## config.mk

```make
export PLATFORM = sky130hd
export DESIGN_NAME = enable_strobe_gen
export DESIGN_NICKNAME = d
export VERILOG_FILES = /design/src/rtl/enable_strobe_gen_pkg.sv /design/src/rtl/strobe_prescaler.sv /design/src/rtl/enable_strobe_gen.sv
export SDC_FILE = /design/constraint.sdc
export NUM_CORES = 1
export LEC_CHECK = 0
export BUFFER_PORTS_ARGS = -buffer_cell sky130_fd_sc_hd__buf_2
export CELL_PAD_IN_SITES_DETAIL_PLACEMENT = 2
export CELL_PAD_IN_SITES_GLOBAL_PLACEMENT = 2
export CORE_ASPECT_RATIO = 0.8
export CORE_MARGIN = 2
export CORE_UTILIZATION = 35
export CTS_CLUSTER_DIAMETER = 100
export CTS_CLUSTER_SIZE = 12
export DETAILED_ROUTE_END_ITERATION = 8
export PLACE_DENSITY = 0.81
export SLEW_MARGIN = 5
export SYNTH_ARGS = -nofsm -noshare
export SYNTH_HDL_FRONTEND = slang
export SYNTH_SLANG_ARGS = --single-unit
```

## constraint.sdc

```tcl
create_clock -name clk_i -period 5.2 [get_ports clk_i]
set_input_delay 0.26 -clock clk_i [delete_from_list [all_inputs] [get_ports clk_i]]
set_output_delay 0.26 -clock clk_i [all_outputs]
set_load 0.02 [all_outputs]
```

## src/rtl/enable_strobe_gen_pkg.sv

```systemverilog
// Shared types and mode encodings for the enable strobe generator.
package enable_strobe_gen_pkg;

  typedef enum logic [1:0] {ST_IDLE, ST_RUN, ST_FINISH} strobe_state_t;

  localparam logic MODE_CONT  = 1'b0;
  localparam logic MODE_BURST = 1'b1;

endpackage

```

## src/rtl/strobe_prescaler.sv

```systemverilog
// Prescaler: counts p up to div_i and raises tick_o on the match cycle.
// p wraps to 0 after the match, clears on clr_i and holds while paused.
module strobe_prescaler #(
  parameter int DIV_W = 8
) (
  input  logic             clk_i,
  input  logic             s_rst_i,
  input  logic             clr_i,
  input  logic             run_i,
  input  logic             pause_i,
  input  logic [DIV_W-1:0] div_i,
  output logic             tick_o
);

  logic [DIV_W-1:0] p_q, p_d;
  logic             adv;

  assign adv    = run_i && !pause_i;
  assign tick_o = adv && (p_q == div_i);

  // Next prescaler value: clear, wrap on match, or increment while advancing
  always_comb begin
    p_d = p_q;
    if (clr_i)
      p_d = '0;
    else if (adv)
      p_d = (p_q == div_i) ? '0 : p_q + DIV_W'(1);
  end

  // Prescaler register
  always_ff @(posedge clk_i) begin
    if (s_rst_i) p_q <= '0;
    else         p_q <= p_d;
  end

endmodule

```

## src/rtl/enable_strobe_gen.sv

```systemverilog
// Enable strobe generator: one-cycle enable every (divider+1) clocks,
// continuous or as a burst of N strobes followed by a done pulse.
// Optional pause input is compiled in with ENABLE_STROBE_GEN_PAUSE_EN.
module enable_strobe_gen
  import enable_strobe_gen_pkg::*;
#(
  parameter  int PRESCALE_MAX = 255,
  parameter  int BURST_MAX    = 1023,
  localparam int DIV_W        = $clog2(PRESCALE_MAX + 1),
  localparam int BST_W        = $clog2(BURST_MAX + 1)
) (
  input  logic             clk_i,
  input  logic             s_rst_i,
  input  logic             start_i,
  input  logic             stop_i,
  input  logic             mode_i,
  input  logic [DIV_W-1:0] divider_i,
  input  logic [BST_W-1:0] burst_len_i,
`ifdef ENABLE_STROBE_GEN_PAUSE_EN
  input  logic             pause_i,
`endif
  output logic             enable_o,
  output logic             busy_o,
  output logic             done_o,
  output logic [BST_W-1:0] tick_count_o
);

  strobe_state_t    state_q, state_d;
  logic [DIV_W-1:0] div_q, div_d;
  logic [BST_W-1:0] len_q, len_d;
  logic [BST_W-1:0] tick_q, tick_d;
  logic             mode_q, mode_d;
  logic             clr, strobe, pause;

`ifdef ENABLE_STROBE_GEN_PAUSE_EN
  assign pause = pause_i;
`else
  assign pause = 1'b0;
`endif

  strobe_prescaler #(.DIV_W(DIV_W)) u_presc (
    .clk_i   (clk_i),
    .s_rst_i (s_rst_i),
    .clr_i   (clr),
    .run_i   (state_q == ST_RUN),
    .pause_i (pause),
    .div_i   (div_q),
    .tick_o  (strobe)
  );

  // Next-state, config latch and burst counter
  always_comb begin
    state_d = state_q;
    div_d   = div_q;
    len_d   = len_q;
    mode_d  = mode_q;
    tick_d  = tick_q;
    clr     = 1'b0;
    case (state_q)
      ST_IDLE: begin
        if (start_i) begin
          state_d = ST_RUN;
          clr     = 1'b1;
          tick_d  = '0;
          mode_d  = mode_i;
          div_d   = (int'(divider_i) > PRESCALE_MAX) ? DIV_W'(PRESCALE_MAX) : divider_i;
          if (burst_len_i == '0)                 len_d = BST_W'(1);
          else if (int'(burst_len_i) > BURST_MAX) len_d = BST_W'(BURST_MAX);
          else                                   len_d = burst_len_i;
        end
      end
      ST_RUN: begin
        if (strobe) tick_d = tick_q + BST_W'(1);
        // stop beats completion, even on the final burst strobe
        if (stop_i)
          state_d = ST_IDLE;
        else if (mode_q == MODE_BURST && strobe && tick_d == len_q)
          state_d = ST_FINISH;
      end
      ST_FINISH: state_d = ST_IDLE;
      default:   state_d = ST_IDLE;
    endcase
  end

  // State, config and counter registers
  always_ff @(posedge clk_i) begin
    if (s_rst_i) begin
      state_q <= ST_IDLE;
      div_q   <= '0;
      len_q   <= '0;
      mode_q  <= MODE_CONT;
      tick_q  <= '0;
    end else begin
      state_q <= state_d;
      div_q   <= div_d;
      len_q   <= len_d;
      mode_q  <= mode_d;
      tick_q  <= tick_d;
    end
  end

  assign enable_o     = strobe;
  assign busy_o       = (state_q == ST_RUN) || (state_q == ST_FINISH);
  assign done_o       = (state_q == ST_FINISH);
  assign tick_count_o = tick_q;

endmodule

```

==> flow_metrics.env, run 1 <==
export IMPL_wl_per_cell_um=18.7
export IMPL_p_comb_frac=0.157
export IMPL_slew_headroom=0.455
export IMPL_post_route_min_period_ps=3110
export IMPL_worstMarginPinSlew_ps=818
export IMPL_ys_ff_latch=39
export IMPL_yosys_area_top_type="dfxtp_1"
export IMPL_antenna_found_initial=0
export IMPL_p_int_uw=504
export IMPL_gp_congestion=0.938
export IMPL_area_delta_synth_final_pct=14.3
export IMPL_netlist_area_leader_share=0.344
export IMPL_synth_edf_count=0
export IMPL_postCtsSetupRepairBufs=0
export IMPL_arrival_ps=3300
export IMPL_grt_max_degree=29
export IMPL_final_antenna_net_count=0
export IMPL_fin_crit_sh=0.599
export IMPL_ios=36
export IMPL_cts_resized=0
export IMPL_drtIter0Drc=163
export IMPL_drive_above_1_share=0.168
export IMPL_ys_types=52
export IMPL_nets=342
export IMPL_fmax_ghz=0.321
export IMPL_cts_hold_repair_buffers=0
export IMPL_clock_latency_ps=300
export IMPL_synth_net_count=315
export IMPL_cp_required_ps=5390
export IMPL_seqPwrFrac=0.462
export IMPL_yosys_warnings=0
export IMPL_peakVddDrop_mv=0.0952
export IMPL_clkTransAtPathRegs_ps=80
export IMPL_start_util=0.358
export IMPL_grt_pass1_wl_um=12300
export IMPL_dp_cells=391
export IMPL_vias=2193
export IMPL_power_leakage_uw=0.00100
export IMPL_rsz0062_at_grt="no"
export IMPL_cts_tree="built"
export IMPL_cp_max_fo=16
export IMPL_grt_overflow_total=0
export IMPL_cts_sinks=39
export IMPL_dr_pass1_iters=4
export IMPL_fin_worst_skew_ps=8.34
export IMPL_portBuffers=35
export IMPL_synthTopCellsByArea="dfxtp_1 34%, nand2_1 9.6%, xnor2_1 5.8%"
export IMPL_die_x_um=94.1
export IMPL_crit_type="flop to flop"
export IMPL_coreArea_um2=6340
export IMPL_antennaDiodeCount=0
export IMPL_end_kind="flop"
export IMPL_setup_viol=0
export IMPL_hold_viol=0
export IMPL_switching_power_uw=198
export IMPL_place_hpwl_um=5430
export IMPL_htree_levels=2
export IMPL_core_rowCount=26
export IMPL_switching_share=0.282
export IMPL_synth_area_um2=2270
export IMPL_netlist_instances=287
export IMPL_tritoncts_num_buffers=5
export IMPL_drc=0
export IMPL_synth_ff_type="dfxtp_1"
export IMPL_routed_wl_um=7450
export IMPL_ys_seq_area_frac=0.344
export IMPL_die_h_um=76.1
export IMPL_stdcell_count=399
export IMPL_status="completed"
export IMPL_slew_viol_final=0
export IMPL_die_area_um2=7160
export IMPL_yosys_top_cells_count="58 x nand2_1, 39 x dfxtp_1, 23 x a21oi_1, 23 x nor2_1, 15 x xnor2_1"
export IMPL_grt_use_total=0.222
export IMPL_holdWs_ps=195
export IMPL_p_clk_frac=0.381
export IMPL_via_per_inst=5.50
export IMPL_cts_path_max_buffers=2
export IMPL_synth_most_common_cell="nand2_1"
export IMPL_setup_tns_final_ps=0
export IMPL_cap_violations=0
export IMPL_critPathLaunchType="flop"
export IMPL_cellPowerDensity_nw_per_um2=270
export IMPL_postSynth_asyncResetShare=0
export IMPL_syn_area_per_cell_um2=7.92
export IMPL_cts_root_buffer="clkbuf_8"
export IMPL_min_path_type="input pin to flop"
export IMPL_grt_pass1_vias=2308
placed cells by master (no fill, tap or decap), types with 2 or more instances in the layout:
| cell type | count |
|---|---|
| a211oi_1 | 2 |
| or3_1 | 4 |
| nor2b_1 | 3 |
| xnor2_1 | 15 |
| a311oi_1 | 2 |
| inv_1 | 7 |
| o21ai_0 | 8 |
| nand4_1 | 6 |
| nand3_1 | 6 |
| and2_1 | 3 |
| nor4_1 | 5 |
| o31ai_1 | 2 |
| nand2_1 | 58 |
| clkbuf_8 | 6 |
| a21o_1 | 2 |
| and3_1 | 6 |
| xor2_1 | 14 |
| a31oi_1 | 5 |
| ha_1 | 5 |
| nand2b_1 | 4 |
| nor2_1 | 23 |
| a21oi_1 | 23 |
| buf_2 | 35 |
| dfxtp_1 | 39 |
| and4_1 | 2 |
| nor3_1 | 3 |
| o31a_1 | 2 |
| o22ai_1 | 2 |
critical path: stages (launching register included):
cell and delay, ps:
dfxtp_1 320, inv_1 100, ha_1 560, nand2_1 380, nor4b_2 610, o22ai_1 250
nor4_4 260, a31oi_1 130, or3b_1 380
path summary, 6_finish.rpt:
kind | startpoint | slack [ps] | cells after the start | endpoint
hold reg to reg | mode_q$_SDFFE_PP0P_ | 470 | 2 | mode_q$_SDFFE_PP0P_
setup / recovery | state_q[1]$_SDFFE_PP0P_ | 2090 | 8 | state_q[0]$_SDFFE_PP0P_
hold / removal | divider_i[3] | 200 | 3 | div_q[3]$_SDFFE_PP0P_
setup reg to reg | state_q[1]$_SDFFE_PP0P_ | 2090 | 8 | state_q[0]$_SDFFE_PP0P_
cells by family after synthesis:
kind of cell	count (synthesis)	share of synthesized area
AO/OA/AOI/OAI	55	0.154
XOR/XNOR	29	0.112
adder cells (fa/ha/maj)	5	0.0275
buffers and inverters	22	0.0441
flip-flops	39	0.344
multiplexers	2	0.00936
AND/OR/NAND/NOR	135	0.310
cell type report:
class                      instances  area, um2
clock buffer                       6       82.6
clock inverter                     2       35.0
fill                             740       3750
inverter                           7       26.3
multi-input combinational        226       1390
sequential                        39        781
tap                               84        105
timing repair buffer              35        175
flip-flops by register name, indices dropped and copies added, names as in the netlist:
register	flops
div_q	8
u_presc.p_q	8
mode_q	1
tick_count_o	10
len_q	10
state_q	2
routing by layer:
metal,vias to the layer above,global-route usage,part of all wire
met5,-,0,0
met4,0,0.0478,0.0083
met3,8,0.0356,0.027
met2,40,0.368,0.48
met1,1099,0.303,0.48
li1,1046,-,-
power by group through the flow:
stage,clock network (uW),logic [uW],registers (uW)
finish,267,110,324
CTS,275,111,324
floorplan,0,78.5,327
global placement,0,104,330
detailed placement,0,109,331
global route,288,123,326
through the flow:
step	setup WS [ps]	cell area (um2)	utilization	total power [uW]
finish	2090	2600	0.409	701
global route	1840	2600	0.409	737
CTS	2130	2600	0.409	710
detailed placement	2190	2480	0.391	440
global placement	2460	2480	0.391	434
floorplan	2630	2270	-	405
(Power assumes the default switching activity.)
==> run 2, diff against run 1 <==
--- a/config.mk
+++ b/config.mk
@@ -10,11 +10,11 @@
 export CELL_PAD_IN_SITES_GLOBAL_PLACEMENT = 2
 export CORE_ASPECT_RATIO = 0.8
 export CORE_MARGIN = 2
-export CORE_UTILIZATION = 35
+export CORE_UTILIZATION = 33
 export CTS_CLUSTER_DIAMETER = 100
 export CTS_CLUSTER_SIZE = 12
 export DETAILED_ROUTE_END_ITERATION = 8
-export PLACE_DENSITY = 0.81
+export PLACE_DENSITY = 0.77
 export SLEW_MARGIN = 5
 export SYNTH_ARGS = -nofsm -noshare
 export SYNTH_HDL_FRONTEND = slang
==> constraint.sdc (replaced) <==
create_clock -name clk_i -period 3 [get_ports clk_i]
set_input_delay 0.15 -clock clk_i [delete_from_list [all_inputs] [get_ports clk_i]]
set_output_delay 0.15 -clock clk_i [all_outputs]
set_load 0.02 [all_outputs]
==> flow_metrics.env, run 2 (synthesized netlist as in run 1, its figures left out) <==
export IMPL_power_leakage_uw=0.00103
export IMPL_startpoint="u_presc.p_q[1]$_SDFFE_PP0P_"
export IMPL_critPathLaunchType="flop"
export IMPL_via_per_inst=5.31
export IMPL_coreArea_um2=6790
export IMPL_cts_sinks=39
export IMPL_power_uw=1210
export IMPL_final_cell_mix="58 x nand2_1, 39 x dfxtp_1, 35 x buf_2, 23 x a21oi_1, 23 x nor2_1"
export IMPL_r2r_start="u_presc.p_q[1]$_SDFFE_PP0P_"
export IMPL_post_route_min_period_ps=2870
export IMPL_cts_resized=0
export IMPL_clock_latency_ps=290
export IMPL_cts_hold_repair_buffers=0
export IMPL_grt_max_degree=29
export IMPL_vias=2166
export IMPL_p_clk_frac=0.374
export IMPL_fin_crit_sh=0.957
export IMPL_drive_above_1_share=0.184
export IMPL_seqPwrFrac=0.464
export IMPL_p_comb_frac=0.162
export IMPL_cts_tree="built"
export IMPL_fin_worst_skew_ps=7.45
export IMPL_worstMarginPinSlew_ps=794
export IMPL_cap_violations=0
export IMPL_hold_viol=0
export IMPL_grt_overflow_total=0
export IMPL_fmax_ghz=0.348
export IMPL_min_path_type="input pin to flop"
export IMPL_setup_viol=0
export IMPL_cp_required_ps=3180
export IMPL_gp_congestion=0.926
export IMPL_drc=0
export IMPL_final_antenna_net_count=0
export IMPL_routed_wl_um=7110
export IMPL_start_util=0.335
export IMPL_die_x_um=96.8
export IMPL_arrival_ps=3050
export IMPL_layout_commonest_cell="nand2_1"
export IMPL_tritoncts_num_buffers=5
export IMPL_switching_power_uw=348
export IMPL_hold_start="divider_i[7]"
export IMPL_area_delta_synth_final_pct=16.4
export IMPL_portBuffers=35
export IMPL_drtIter0Drc=100
export IMPL_end_kind="flop"
export IMPL_switching_share=0.288
export IMPL_slew_viol_final=0
export IMPL_cts_root_buffer="clkbuf_8"
export IMPL_nets=348
export IMPL_rsz0062_at_grt="no"
export IMPL_crit_type="flop to flop"
export IMPL_grt_pass1_wl_um=12300
export IMPL_clkTransAtPathRegs_ps=90
export IMPL_antenna_found_initial=0
export IMPL_cellPowerDensity_nw_per_um2=458
export IMPL_grt_use_total=0.199
export IMPL_grt_pass1_vias=2428
export IMPL_die_h_um=78.2
export IMPL_dr_pass1_iters=4
export IMPL_antennaDiodeCount=0
export IMPL_core_rowCount=27
export IMPL_slew_headroom=0.471
export IMPL_place_hpwl_um=5540
export IMPL_die_area_um2=7570
export IMPL_p_int_uw=861
export IMPL_peakVddDrop_mv=0.180
export IMPL_ios=36
export IMPL_cp_max_fo=9
export IMPL_postCtsSetupRepairBufs=0
export IMPL_status="completed"
export IMPL_htree_levels=2
export IMPL_wl_per_cell_um=17.4
export IMPL_cts_path_max_buffers=2
export IMPL_setup_tns_final_ps=0
==> run 2: changes by cell type in the layout (fill, tap and decap cells not counted) <==
cell / delta
clkinv_2: -1
inv_6: +1
clkinv_4: +1
clkbuf_8: -1
buf_4: +6
==> run 2: final timing paths <==
| check | endpoint | cells after the start | slack (ps) |
|---|---|---|---|
| worst max-delay path | state_q[0]$_SDFFE_PP0P_ | 7 | 130 |
| worst min-delay path | div_q[7]$_SDFFE_PP0P_ | 3 | 90 |
| worst max register to register | state_q[0]$_SDFFE_PP0P_ | 7 | 130 |
| worst min register to register | len_q[7]$_SDFFE_PP0P_ | 2 | 480 |
==> run 2: final cells by class <==
type / instances / area [um2]
clock buffer: 5 / 68.8
clock inverter: 3 / 47.5
fill: 785 / 4150
inverter: 7 / 26.3
multi-input combinational: 226 / 1390
sequential: 39 / 781
tap: 87 / 109
timing repair buffer: 41 / 220
==> run 2: per-layer routing <==
layer,routed length (um),track usage,up-vias
met4,61,0.0493,0
met3,315,0.0303,6
li1,-,-,1059
met5,0,0,-
met2,3270,0.333,44
met1,3460,0.272,1057
==> run 2: worst max-delay path, stage by stage, from the launching register on <==
cell and delay (ps):
dfxtp_1 370, xor2_1 210, or3_1 550, nor4_1 440, mux2_2 380, a22oi_1 300
a31oi_1 130, or3b_1 380
==> run 2: power groups by stage <==
stage	combinational [uW]	clock [uW]	sequential (uW)
after floorplan	136	0	566
after global placement	187	0	573
after detailed placement	196	0	574
after CTS	198	470	562
after global routing	219	494	566
final	196	453	562
==> run 2: through the flow <==
stage                     setup WS [ps]  cell area (um2)  cells  hold slack, ps   util
after detailed placement            169             2530    400             403  0.372
after CTS                           139             2640    408            78.8  0.389
after floorplan                     427             2270    287             286      -
final                               130             2640    408            89.5  0.389
after global placement              357             2530    400             393  0.372
after global routing               6.66             2640    408            96.8  0.389
==> run 3, diff against run 2 <==
--- a/config.mk
+++ b/config.mk
@@ -14,7 +14,7 @@
 export CTS_CLUSTER_DIAMETER = 100
 export CTS_CLUSTER_SIZE = 12
 export DETAILED_ROUTE_END_ITERATION = 8
-export PLACE_DENSITY = 0.77
+export PLACE_DENSITY_LB_ADDON = 0.1
 export SLEW_MARGIN = 5
 export SYNTH_ARGS = -nofsm -noshare
 export SYNTH_HDL_FRONTEND = slang
==> flow_metrics.env, run 3 (synthesized netlist as in run 1, its figures left out) <==
export IMPL_status="completed"
export IMPL_wl_per_cell_um=17.0
export IMPL_gp_congestion=0.890
export IMPL_stdcell_count=408
export IMPL_antennaDiodeCount=0
export IMPL_final_antenna_net_count=0
export IMPL_cts_sinks=39
export IMPL_fmax_ghz=0.358
export IMPL_fin_worst_skew_ps=12.6
export IMPL_p_clk_frac=0.386
export IMPL_cellPowerDensity_nw_per_um2=463
export IMPL_antenna_found_initial=0
export IMPL_end_kind="flop"
export IMPL_grt_pass1_wl_um=11500
export IMPL_cp_required_ps=3180
export IMPL_hold_viol=0
export IMPL_drive_above_1_share=0.184
export IMPL_setup_tns_final_ps=0
export IMPL_dr_pass1_iters=4
export IMPL_cts_hold_repair_buffers=0
export IMPL_seq_area_um2=781
export IMPL_seqPwrFrac=0.457
export IMPL_final_cell_mix="58 x nand2_1, 39 x dfxtp_1, 35 x buf_2, 23 x a21oi_1, 23 x nor2_1"
export IMPL_switching_share=0.282
export IMPL_p_comb_frac=0.158
export IMPL_dp_cells=400
export IMPL_nets=348
export IMPL_critPathLaunchType="flop"
export IMPL_crit_type="flop to flop"
export IMPL_cap_violations=0
export IMPL_post_route_min_period_ps=2790
export IMPL_cts_path_max_buffers=2
export IMPL_ios=36
export IMPL_drtIter0Drc=87
export IMPL_switching_power_uw=347
export IMPL_die_h_um=78.2
export IMPL_via_per_inst=5.22
export IMPL_clkTransAtPathRegs_ps=90
export IMPL_n_fill_cell=797
export IMPL_peakVddDrop_mv=0.175
export IMPL_rsz0062_at_grt="no"
export IMPL_die_x_um=96.8
export IMPL_p_int_uw=883
export IMPL_drc=0
export IMPL_setup_viol=0
export IMPL_min_path_type="input pin to flop"
export IMPL_start_util=0.335
export IMPL_portBuffers=35
export IMPL_postCtsSetupRepairBufs=0
export IMPL_grt_use_total=0.189
export IMPL_multi_input_area_um2=1400
export IMPL_area_delta_synth_final_pct=17.0
export IMPL_cts_tree="built"
export IMPL_vias=2128
export IMPL_layout_commonest_cell="nand2_1"
export IMPL_arrival_ps=2970
export IMPL_die_area_um2=7570
export IMPL_cts_root_buffer="clkbuf_8"
export IMPL_worstMarginPinSlew_ps=633
export IMPL_cp_max_fo=9
export IMPL_power_leakage_uw=0.00104
export IMPL_grt_max_degree=29
export IMPL_routed_wl_um=6930
export IMPL_tritoncts_num_buffers=5
export IMPL_place_hpwl_um=5380
export IMPL_fin_util=0.391
export IMPL_grt_pass1_vias=2175
export IMPL_slew_headroom=0.577
export IMPL_clock_latency_ps=300
export IMPL_slew_viol_final=0
export IMPL_fin_crit_sh=0.931
export IMPL_coreArea_um2=6790
export IMPL_core_rowCount=27
export IMPL_grt_overflow_total=0
export IMPL_htree_levels=2
==> run 3: cell count changes in the layout (fill, tap and decap cells not counted) <==
cell,change
clkinv_4,-1
clkbuf_8,+1
nor4b_2,-1
nor4b_4,+1
==> run 3: routing by layer <==
layer,vias up,share of wire,track usage
li1,1057,-,-
met5,-,0,0
met3,4,0.038,0.0312
met2,40,0.43,0.283
met4,0,0.0058,0.0380
met1,1027,0.53,0.284
==> run 3: worst max-delay path, cell delays in order (launching register included) <==
cell and delay [ps]:
dfxtp_1 370, xor2_1 200, or3_1 550, nor4_1 390, mux2_2 380, a22oi_1 280
a31oi_1 120, or3b_1 370
==> run 3: path summary, 6_finish.rpt <==
path / start / to / slack, ps / cells past startpoint
worst min-delay path: divider_i[3] / div_q[3]$_SDFFE_PP0P_ / 90 / 3
worst min register to register: div_q[4]$_SDFFE_PP0P_ / div_q[4]$_SDFFE_PP0P_ / 480 / 2
worst max-delay path: u_presc.p_q[1]$_SDFFE_PP0P_ / state_q[0]$_SDFFE_PP0P_ / 210 / 7
worst max register to register: u_presc.p_q[1]$_SDFFE_PP0P_ / state_q[0]$_SDFFE_PP0P_ / 210 / 7
==> run 3: area by class of cell <==
type	count	share of cell area
Multi-Input combinational cell	226	0.527
Clock buffer	6	0.0311
Sequential cell	39	0.294
Tap cell	87	0.0410
Clock inverter	2	0.0146
Timing Repair Buffer	41	0.0829
Inverter	7	0.00989
==> run 3: timing repair <==
action                                  in CTS  in global routing
endpoints found under the setup margin       0                  1
endpoints found under the hold margin        0                  0
resized for setup                            0                  1
==> run 3: power by group through the flow <==
stage	clock [uW]	combinational, uW	sequential [uW]
global route	515	217	565
finish	474	194	562
CTS	489	195	562
detailed placement	0	193	574
global placement	0	187	573
floorplan	0	136	566
==> run 3: metrics by stage <==
| step | area [um2] | setup slack [ps] | total power, uW | hold slack (ps) |
|---|---|---|---|---|
| global placement | 2530 | 340 | 760 | 394 |
| CTS | 2650 | 260 | 1250 | 84.1 |
| finish | 2660 | 207 | 1230 | 86.5 |
| global route | 2660 | 69.6 | 1300 | 91.5 |
| detailed placement | 2530 | 262 | 768 | 404 |
| floorplan | 2270 | 427 | 702 | 286 |
